[config.mk]
export PLATFORM = sky130hd
export DESIGN_NAME = fetch_queue
export DESIGN_NICKNAME = d
export VERILOG_FILES = /design/src/rtl/fetch_queue_pkg.sv /design/src/rtl/fetch_queue_fifo_sync.sv /design/src/rtl/fetch_queue.sv
export SDC_FILE = /design/constraint.sdc
export NUM_CORES = 1
export LEC_CHECK = 0
export BUFFER_PORTS_ARGS = -buffer_cell sky130_fd_sc_hd__buf_4
export CAP_MARGIN = 20
export CORE_MARGIN = 4
export CORE_UTILIZATION = 55
export CTS_CLUSTER_SIZE = 40
export DETAILED_ROUTE_END_ITERATION = 8
export GPL_TIMING_DRIVEN = 0
export HOLD_SLACK_MARGIN = 0.03
export PLACE_DENSITY = 0.73
export SETUP_SLACK_MARGIN = 0.1
export SLEW_MARGIN = 30
export SYNTH_ARGS = -nofsm -noshare
export SYNTH_HDL_FRONTEND = slang
export SYNTH_SLANG_ARGS = --single-unit
export TNS_END_PERCENT = 1
[constraint.sdc]
create_clock -name clk -period 2.4 [get_ports clk]
set_input_delay 0.12 -clock clk [delete_from_list [all_inputs] [get_ports clk]]
set_output_delay 0.12 -clock clk [all_outputs]
set_load 0.01 [all_outputs]
[src/rtl/fetch_queue_pkg.sv]
// Shared types for the fetch queue slice.
//   rv32i_word  : 32-bit RV32I datum (PC or instruction word)
//   fetch_pkt_t : {pc, inst} packet handed from fetch to decode
package fetch_queue_pkg;

    typedef logic [31:0] rv32i_word;

    typedef struct packed {
        rv32i_word pc;
        rv32i_word inst;
    } fetch_pkt_t;

endpackage

[src/rtl/fetch_queue_fifo_sync.sv]
// fifo_sync: count-based circular buffer, synchronous push/pop with clear.
//   clk, rst      : clock, asynchronous active-low reset
//   clear         : empty the buffer (overrides push/pop)
//   push, push_data
//   pop, pop_data : pop_data is the current head, valid while !empty
//   full, empty, count
module fifo_sync #(
    parameter int unsigned WIDTH = 32,
    parameter int unsigned DEPTH = 4,
    localparam int unsigned PTR_W = (DEPTH > 1) ? $clog2(DEPTH) : 1,
    localparam int unsigned CNT_W = $clog2(DEPTH + 1)
) (
    input  logic             clk,
    input  logic             rst,
    input  logic             clear,
    input  logic             push,
    input  logic [WIDTH-1:0] push_data,
    input  logic             pop,
    output logic [WIDTH-1:0] pop_data,
    output logic             full,
    output logic             empty,
    output logic [CNT_W-1:0] count
);

    logic [WIDTH-1:0] mem [DEPTH];
    logic [PTR_W-1:0] wr_ptr;
    logic [PTR_W-1:0] rd_ptr;
    logic [CNT_W-1:0] cnt;

    function automatic logic [PTR_W-1:0] ptr_next(input logic [PTR_W-1:0] p);
        return (p == PTR_W'(DEPTH - 1)) ? '0 : p + 1'b1;
    endfunction

    always_ff @(posedge clk or negedge rst) begin
        if (!rst) begin
            wr_ptr <= '0;
            rd_ptr <= '0;
            cnt    <= '0;
            for (int unsigned i = 0; i < DEPTH; i++) mem[i] <= '0;
        end else if (clear) begin
            wr_ptr <= '0;
            rd_ptr <= '0;
            cnt    <= '0;
        end else begin
            if (push) begin
                mem[wr_ptr] <= push_data;
                wr_ptr      <= ptr_next(wr_ptr);
            end
            if (pop) rd_ptr <= ptr_next(rd_ptr);
            case ({push, pop})
                2'b10:   cnt <= cnt + 1'b1;
                2'b01:   cnt <= cnt - 1'b1;
                default: cnt <= cnt;
            endcase
        end
    end

    assign pop_data = mem[rd_ptr];
    assign full     = (cnt == CNT_W'(DEPTH));
    assign empty    = (cnt == '0);
    assign count    = cnt;

endmodule

[src/rtl/fetch_queue.sv]
// fetch_queue: pairs in-order imem responses with their requesting PC and
// buffers {pc, inst} packets for decode under valid/ready.
//   clk, rst             : clock, asynchronous active-low reset
//   req_fire, req_pc     : IF issued an imem read for req_pc
//   inst_resp, inst_rdata: imem returned the oldest outstanding read
//   flush                : EX redirect; squash buffered and in-flight fetches
//   req_allow            : IF may issue another read
//   id_ready / id_valid, id_pc, id_inst : decode handshake on the head packet
module fetch_queue
    import fetch_queue_pkg::*;
#(
    parameter int unsigned DEPTH     = 4,
    parameter int unsigned MAX_OUTST = 2
) (
    input  logic      clk,
    input  logic      rst,
    input  logic      req_fire,
    input  rv32i_word req_pc,
    input  logic      inst_resp,
    input  rv32i_word inst_rdata,
    input  logic      flush,
    output logic      req_allow,
    input  logic      id_ready,
    output logic      id_valid,
    output rv32i_word id_pc,
    output rv32i_word id_inst
);

    localparam int unsigned BUF_CW  = $clog2(DEPTH + 1);
    localparam int unsigned PEND_CW = $clog2(MAX_OUTST + 1);

    logic [BUF_CW-1:0]  buf_count;
    logic [PEND_CW-1:0] pend_count;
    logic [PEND_CW-1:0] squash_cnt;
    logic [PEND_CW:0]   outst_next;
    logic               buf_full, buf_empty, pend_full, pend_empty;
    logic               buf_push, buf_pop;
    rv32i_word          pend_pc;
    fetch_pkt_t         wr_pkt, head_pkt;

    // Pending-PC queue is never cleared by flush so responses stay paired.
    fifo_sync #(.WIDTH(32), .DEPTH(MAX_OUTST)) u_pend_q (
        .clk       (clk),
        .rst       (rst),
        .clear     (1'b0),
        .push      (req_fire),
        .push_data (req_pc),
        .pop       (inst_resp),
        .pop_data  (pend_pc),
        .full      (pend_full),
        .empty     (pend_empty),
        .count     (pend_count)
    );

    assign buf_push = inst_resp && !flush && (squash_cnt == '0);
    assign buf_pop  = id_valid && id_ready && !flush;
    assign wr_pkt   = '{pc: pend_pc, inst: inst_rdata};

    fifo_sync #(.WIDTH(64), .DEPTH(DEPTH)) u_pkt_buf (
        .clk       (clk),
        .rst       (rst),
        .clear     (flush),
        .push      (buf_push),
        .push_data (wr_pkt),
        .pop       (buf_pop),
        .pop_data  (head_pkt),
        .full      (buf_full),
        .empty     (buf_empty),
        .count     (buf_count)
    );

    assign id_valid = !buf_empty;
    assign id_pc    = head_pkt.pc;
    assign id_inst  = head_pkt.inst;

    assign req_allow = ((32'(buf_count) + 32'(pend_count)) < DEPTH) && !pend_full;

    // Reads still outstanding after this cycle; on flush every one of them is
    // stale. Already-squashed reads are part of this count, so the squash
    // total is replaced rather than added to, which keeps back-to-back
    // flushes from double counting.
    assign outst_next = {1'b0, pend_count} + (PEND_CW+1)'(req_fire)
                        - (PEND_CW+1)'(inst_resp);

    always_ff @(posedge clk or negedge rst) begin
        if (!rst) begin
            squash_cnt <= '0;
        end else if (flush) begin
            squash_cnt <= outst_next[PEND_CW-1:0];
        end else if (inst_resp && (squash_cnt != '0)) begin
            squash_cnt <= squash_cnt - 1'b1;
        end
    end

    a_fire_allowed: assert property (@(posedge clk) disable iff (!rst)
        !(req_fire && !req_allow));
    a_resp_pending: assert property (@(posedge clk) disable iff (!rst)
        !(inst_resp && pend_empty));
    a_buf_no_ovf:   assert property (@(posedge clk) disable iff (!rst)
        !(buf_push && buf_full && !buf_pop));

endmodule
# Word-level counts from Yosys, hierarchy flattened
# Index checks and enable logic that the tools add are counted.
[totals]
in_bits = 70
romBits = 0
out_inout_bits = 66
ff_bits = 333
latch_bits = 0
n_memories = 0
ram_bits = 0
[classes]
addsub = 12
bitwise_logic = 5
mul = 0
eq_ne = 7
n_reduce_logical = 20
n_div = 0
n_lt_le_gt_ge = 7
mux = 25
n_shift = 0
[ops]
columns = ["op", "count"]
rows = [
  ["$bwmux W256", 1],
  ["$mux W64", 3],
  ["$bmux W64 S2", 1],
  ["$demux W64 S2", 1],
  ["$mux W32", 4],
  ["$bwmux W64", 1],
  ["$demux W32 S1", 1],
  ["$mux W2", 8],
  ["$eq A2 B2 Y1 const B", 5],
  ["$reduce_bool A2 Y1", 5],
  ["$logic_and A1 B1 Y1", 8],
  ["$add A2 B1 Y2 const B", 3],
  ["$ge A3 B3 Y1 const B", 2],
  ["$not A2 Y3", 2],
  ["$pmux W3 S2", 1],
  ["$add A3 B2 Y4", 1],
  ["$eq A2 B1 Y1 const B", 2],
  ["$ge A2 B2 Y1 const B", 2],
  ["$lt A4 B3 Y1 const B", 1],
  ["$not A1 Y2", 2],
  ["$pmux W2 S2", 1],
  ["$sub A2 B1 Y2 const B", 2],
  ["$add A3 B1 Y3 const B", 1],
  ["$logic_not A1 Y1", 3],
  ["13 further kinds", 15],
]

# Longest topological paths before layout
[depth]
depth_word = 7
depth_mapped = 10
ltp_nobuf = 9

# Modules after synthesis
# From an unflattened synthesis, not the netlist that was laid out.
[hier_totals]
cells_unflattened = 878
hier_area_um2 = 15942.8
[by_module_without_submodules]
columns = ["mod", "n_inst", "cells_each", "area_each_um2"]
rows = [
  ["fifo_sync at u_pkt_buf", 1, 661, 12734.7],
  ["fifo_sync at u_pend_q", 1, 192, 2984.1],
  ["fetch_queue", 1, 25, 224.0],
]

# Least setup slack after synthesis
# Ideal clock, no wire load.
[synth_path]
path_type = "reg-to-reg"
start = "register u_pkt_buf.cnt[0], in the netlist u_pkt_buf.count[0]"
end = "register u_pkt_buf.cnt[2], in the netlist u_pkt_buf.count[2]"
t_arrival_ns = 1.885
period_less_slack_ns = 1.968
stages_incl_launch_ff = 8
slack_ns = 0.432
path_cell_list = "dfrtp_1 o31ai_1 nor3_1 fa_1 inv_1 o21ai_0 a31o_2 a31oi_1"
[synth_between]
elab_chain_len = 7
word_cells_on_any_way = 11
[synth_rtl]
columns = ["item", "line", "text"]
rows = [
  ["from (decl)", "fetch_queue_fifo_sync.sv:28", "logic [CNT_W-1:0] cnt;"],
  ["from (signal assigned)", "fetch_queue_fifo_sync.sv:51", "2'b10: cnt <= cnt + 1'b1;"],
  ["from (signal assigned)", "fetch_queue_fifo_sync.sv:52", "2'b01: cnt <= cnt - 1'b1;"],
  ["from (signal assigned)", "fetch_queue_fifo_sync.sv:53", "default: cnt <= cnt;"],
  ["$logic_not A3 Y1", "fetch_queue_fifo_sync.sv:60", "assign empty = (cnt == '0);"],
  ["$logic_not A1 Y1", "fetch_queue.sv:72", "assign id_valid = !buf_empty;"],
  ["$logic_and A1 B1 Y1 (2 in a row)", "fetch_queue.sv:56", "assign buf_pop = id_valid && id_ready && !flush;"],
  ["$eq A2 B1 Y1 / $eq A2 B2 Y1 (equally long branches)", "fetch_queue_fifo_sync.sv:50", "case ({push, pop})"],
  ["$pmux W3 S2", "fetch_queue_fifo_sync.sv:50", ""],
  ["$mux W3", "fetch_queue_fifo_sync.sv:40", "end else if (clear) begin"],
]
# Several ways; a longest one is shown, not always the timed one.
# A chain may end at the register's enable or synchronous reset.

# Final worst setup path
[layout_path]
start = "register u_pkt_buf.rd_ptr[0]"
end = "output id_pc[2]"
[layout_between]
elab_chain_len = 4
[layout_rtl]
columns = ["item", "line", "text"]
rows = [
  ["from (decl)", "fetch_queue_fifo_sync.sv:27", "logic [PTR_W-1:0] rd_ptr;"],
  ["from (signal assigned)", "fetch_queue_fifo_sync.sv:49", "if (pop) rd_ptr <= ptr_next(rd_ptr);"],
  ["$not A2 Y3 (implied by the code)", "fetch_queue_fifo_sync.sv:58", "assign pop_data = mem[rd_ptr];"],
  ["$bmux W64 S2", "fetch_queue_fifo_sync.sv:58", ""],
  ["$mux W64 (implied by the code) (2 in a row)", "fetch_queue_fifo_sync.sv:58", ""],
  ["to (decl)", "fetch_queue.sv:25", "output rv32i_word id_pc,"],
]
# Every way passes these cells. The select of a mux whose other input is x is not followed.

==> reports/metrics.yaml <==
swShare_pct: 29.3
start_kind: "flop"
die_w_um: 172
cp.required_ns: 2.28
tightest_slew_ns: 0.739
place_congestion: 0.743
die-area_sq_mm: 0.0297
gr-total-overflow: 0
grt_pass1_vias: 9780
grt.total_usage_pct: 23.1
ys_ff_latch: 333
maxCapViolations: 0
crit_type: "flop to primary output"
core.rowCount: 59
dpl_worst_slack_ns: 0.220
peakVddDrop_mv: 0.773
finalCriticalPeriod_ns: 2.23
ant_nets: 0
critPathSlowestCell: "mux4_2"
ioPinCount: 136
power_frac_seq_pct: 39.6
syn_inst: 1022
fin_util_pct: 69.9
synth_top_area_share_pct: 56.0
fillCellCount: 1811
yosys-top-cells-area: "dfrtp_1 56%, mux2_4 11%, mux4_2 9.7%"
drt_iter0_markers: 527
grt_pass1_wl_mm: 53.7
synth_edf_count: 0
cts_buffers: 37
fmax_ghz: 0.448
portBuffers: 134
clock_latency_ns: 0.52
finalSetupTns_ns: 0
synth_nets: 1102
p_comb_share_pct: 33.3
path_clk_slew_ns: 0.06
drc_errors: 0
antenna_found_initial: 0
hp-class: "input pin to async pin"
relSlewSlack_pct: 50.7
layoutNonFillerInstCount: 1627
vias: 9127
setup_violations: 0
synth-main-ff-cell: "dfrtp_1"
crit_buf_inv: 3
dieHeight_um: 172
async_flop_share_pct: 100
worstPathCellList: "buf_6 -> buf_6 -> mux4_2 -> buf_4"
numClockSinks: 333
drt-vias-per-instance: 5.61
cts-root-buf: "clkbuf_16"
grt_max_degree: 89
drive_gt1_share_pct: 38.2
initial_core_util_pct: 56.4
dpl.hpwl_mm: 21.2
design.core.area_sq_mm: 0.0264
synthesis.area_sq_mm: 0.0149
p_per_area_mw_per_mm2: 1190
leakage_nw: 8.87
ys.warnings.count: 0
period_share_pct: 93.0
ys_seq_area_share_pct: 56.0
p_int_mw: 15.5
report.final.slew_viol_count: 0
post-cts-setup-buffers: 0
yosys.area.top_type: "dfrtp_1"
p_switching_mw: 6.45
end_kind: "primary output"
skew_ns: 0.0178
worst-path-max-fanout: 10
status: "completed"
fin_ws_ns: 0.168
cpMostUsedCell: "buf_6"
clk_path_buf_depth: 3
syn_avg_cell_area_sq_um: 14.6
insertedDiodeCount: 0
place_inst: 1495
avgRoutedWirePerCell_um: 20.5
power.share.clock_pct: 27.1
rsz0062_at_grt: "yes"
crit_family: "buffers and inverters"
ys_types: 36
htree_levels: 2
arrival_ns: 2.11
finalHoldViolations: 0
cts_tree: "built"
syn_to_final_growth_pct: 23.9
cpPeakStageDelay_ns: 0.57
wl_mm: 33.3
drtPass1Iterations: 5
nets: 1347
## synth_stat cells, types with 2 or more instances
cell type,number
a21oi_1,2
buf_1,2
buf_2,16
buf_4,8
buf_6,31
clkbuf_1,11
dfrtp_1,333
ha_1,9
inv_1,9
mux2_1,20
mux2_2,64
mux2_4,108
mux2i_1,32
mux4_2,64
nand2_1,134
nand2_4,3
nand2b_1,3
nor2_1,10
nor3_1,2
o21ai_0,96
o21ai_1,38
xnor2_1,9
xor2_1,5
## state kept, by name, indices dropped and copies added (netlist names)
name	flops
u_pkt_buf.wr_ptr	2
u_pkt_buf.mem	256
u_pend_q.wr_ptr	1
u_pkt_buf.rd_ptr	2
u_pkt_buf.count	3
u_pend_q.count	2
squash_cnt	2
u_pend_q.mem	64
u_pend_q.rd_ptr	1
## path summary, 6_finish.rpt
check	from	cells after the start	slack [ns]	end
max	u_pkt_buf.rd_ptr[0]	4	0.17	id_pc[2]
min	rst	2	0.09	u_pkt_buf.mem[81]
max reg2reg	squash_cnt[0]	10	0.31	u_pkt_buf.count[2]
min reg2reg	u_pkt_buf.mem[109]	2	0.47	u_pkt_buf.mem[109]
max in group asynchronous	rst	4	1.26	u_pend_q.mem[21]
min in group clk	id_ready	4	0.16	u_pkt_buf.rd_ptr[1]
## stage by stage
stage	power [mW]	area, sq um	hold slack, ns
floorplan	13.4	14900	-0.176
global placement	15.7	16300	0.353
detailed placement	16.0	16400	0.0306
CTS	22.2	18400	0.0789
global route	23.2	18400	0.113
finish	22.0	18400	0.0866
## repair_timing
action | CTS | global route
setup endpoints to repair | 38 | 9
endpoints found under the hold margin | 364 | 0
hold buffers | 68 | 0
resized for setup | 7 | 1
## routing by layer
| metal | up-vias | track usage (%) | routed length, um |
|---|---|---|---|
| li1 | 4124 | - | - |
| met1 | 4737 | 32.3 | 14800 |
| met2 | 210 | 38.4 | 16300 |
| met3 | 56 | 3.73 | 1510 |
| met4 | 0 | 6.02 | 686 |
| met5 | - | 0 | 0 |
## cell type report
class	instances	area (sq um)	share of cell area [%]
Timing Repair Buffer	206	1800	9.79
Sequential cell	333	8330	45.2
Clock inverter	9	174	0.944
Inverter	9	33.8	0.183
Buffer	68	559	3.04
Multi-Input combinational cell	612	5970	32.4
Tap cell	335	419	2.28
Clock buffer	55	1130	6.11
## cells in the final DEF, fill, tap and decap left out, types with 2 or more instances in the layout
| cell type | instances |
|---|---|
| a21oi_1 | 2 |
| buf_16 | 4 |
| buf_2 | 18 |
| buf_4 | 136 |
| buf_6 | 36 |
| bufinv_16 | 5 |
| clkbuf_1 | 18 |
| clkbuf_16 | 39 |
| clkbuf_8 | 9 |
| clkinv_2 | 3 |
| dfrtp_1 | 333 |
| dlygate4sd3_1 | 68 |
| ha_1 | 9 |
| inv_1 | 9 |
| mux2_1 | 20 |
| mux2_2 | 64 |
| mux2_4 | 108 |
| mux2i_1 | 32 |
| mux4_2 | 64 |
| nand2_1 | 134 |
| nand2_4 | 3 |
| nand2b_1 | 3 |
| nor2_1 | 10 |
| nor3_1 | 2 |
| o21ai_0 | 96 |
| o21ai_1 | 38 |
| xnor2_1 | 9 |
| xor2_1 | 5 |
## cells by family (layout without fill, tap and decap cells)
| group | after synthesis | count (layout) | share of synthesized area [%] |
|---|---|---|---|
| multiplexers | 288 | 288 | 29.1 |
| buffers and inverters | 77 | 347 | 3.84 |
| AND/OR/NAND/NOR | 158 | 158 | 4.41 |
| XOR/XNOR | 14 | 14 | 0.824 |
| adder cells (fa/ha/maj) | 10 | 10 | 0.892 |
| AO/OA/AOI/OAI | 142 | 142 | 4.90 |
| flip-flops | 333 | 333 | 56.0 |
## worst register-to-register path, delay by kind of cell, from the launching register on
kind	cells	cell delay (ns)
adder cells (fa/ha/maj)	2	0.62
AO/OA/AOI/OAI	3	0.47
flip-flops	1	0.36
buffers and inverters	3	0.33
AND/OR/NAND/NOR	2	0.21
## power groups by stage
stage,clock network (mW),registers (mW),logic [mW]
after floorplan,0,8.40,5.00
after global placement,0,8.64,7.05
after detailed placement,0,8.73,7.24
after CTS,6.08,8.69,7.40
after global routing,6.30,8.93,7.97
final,5.96,8.70,7.32
No activity file was read; power rests on OpenSTA's default activity.
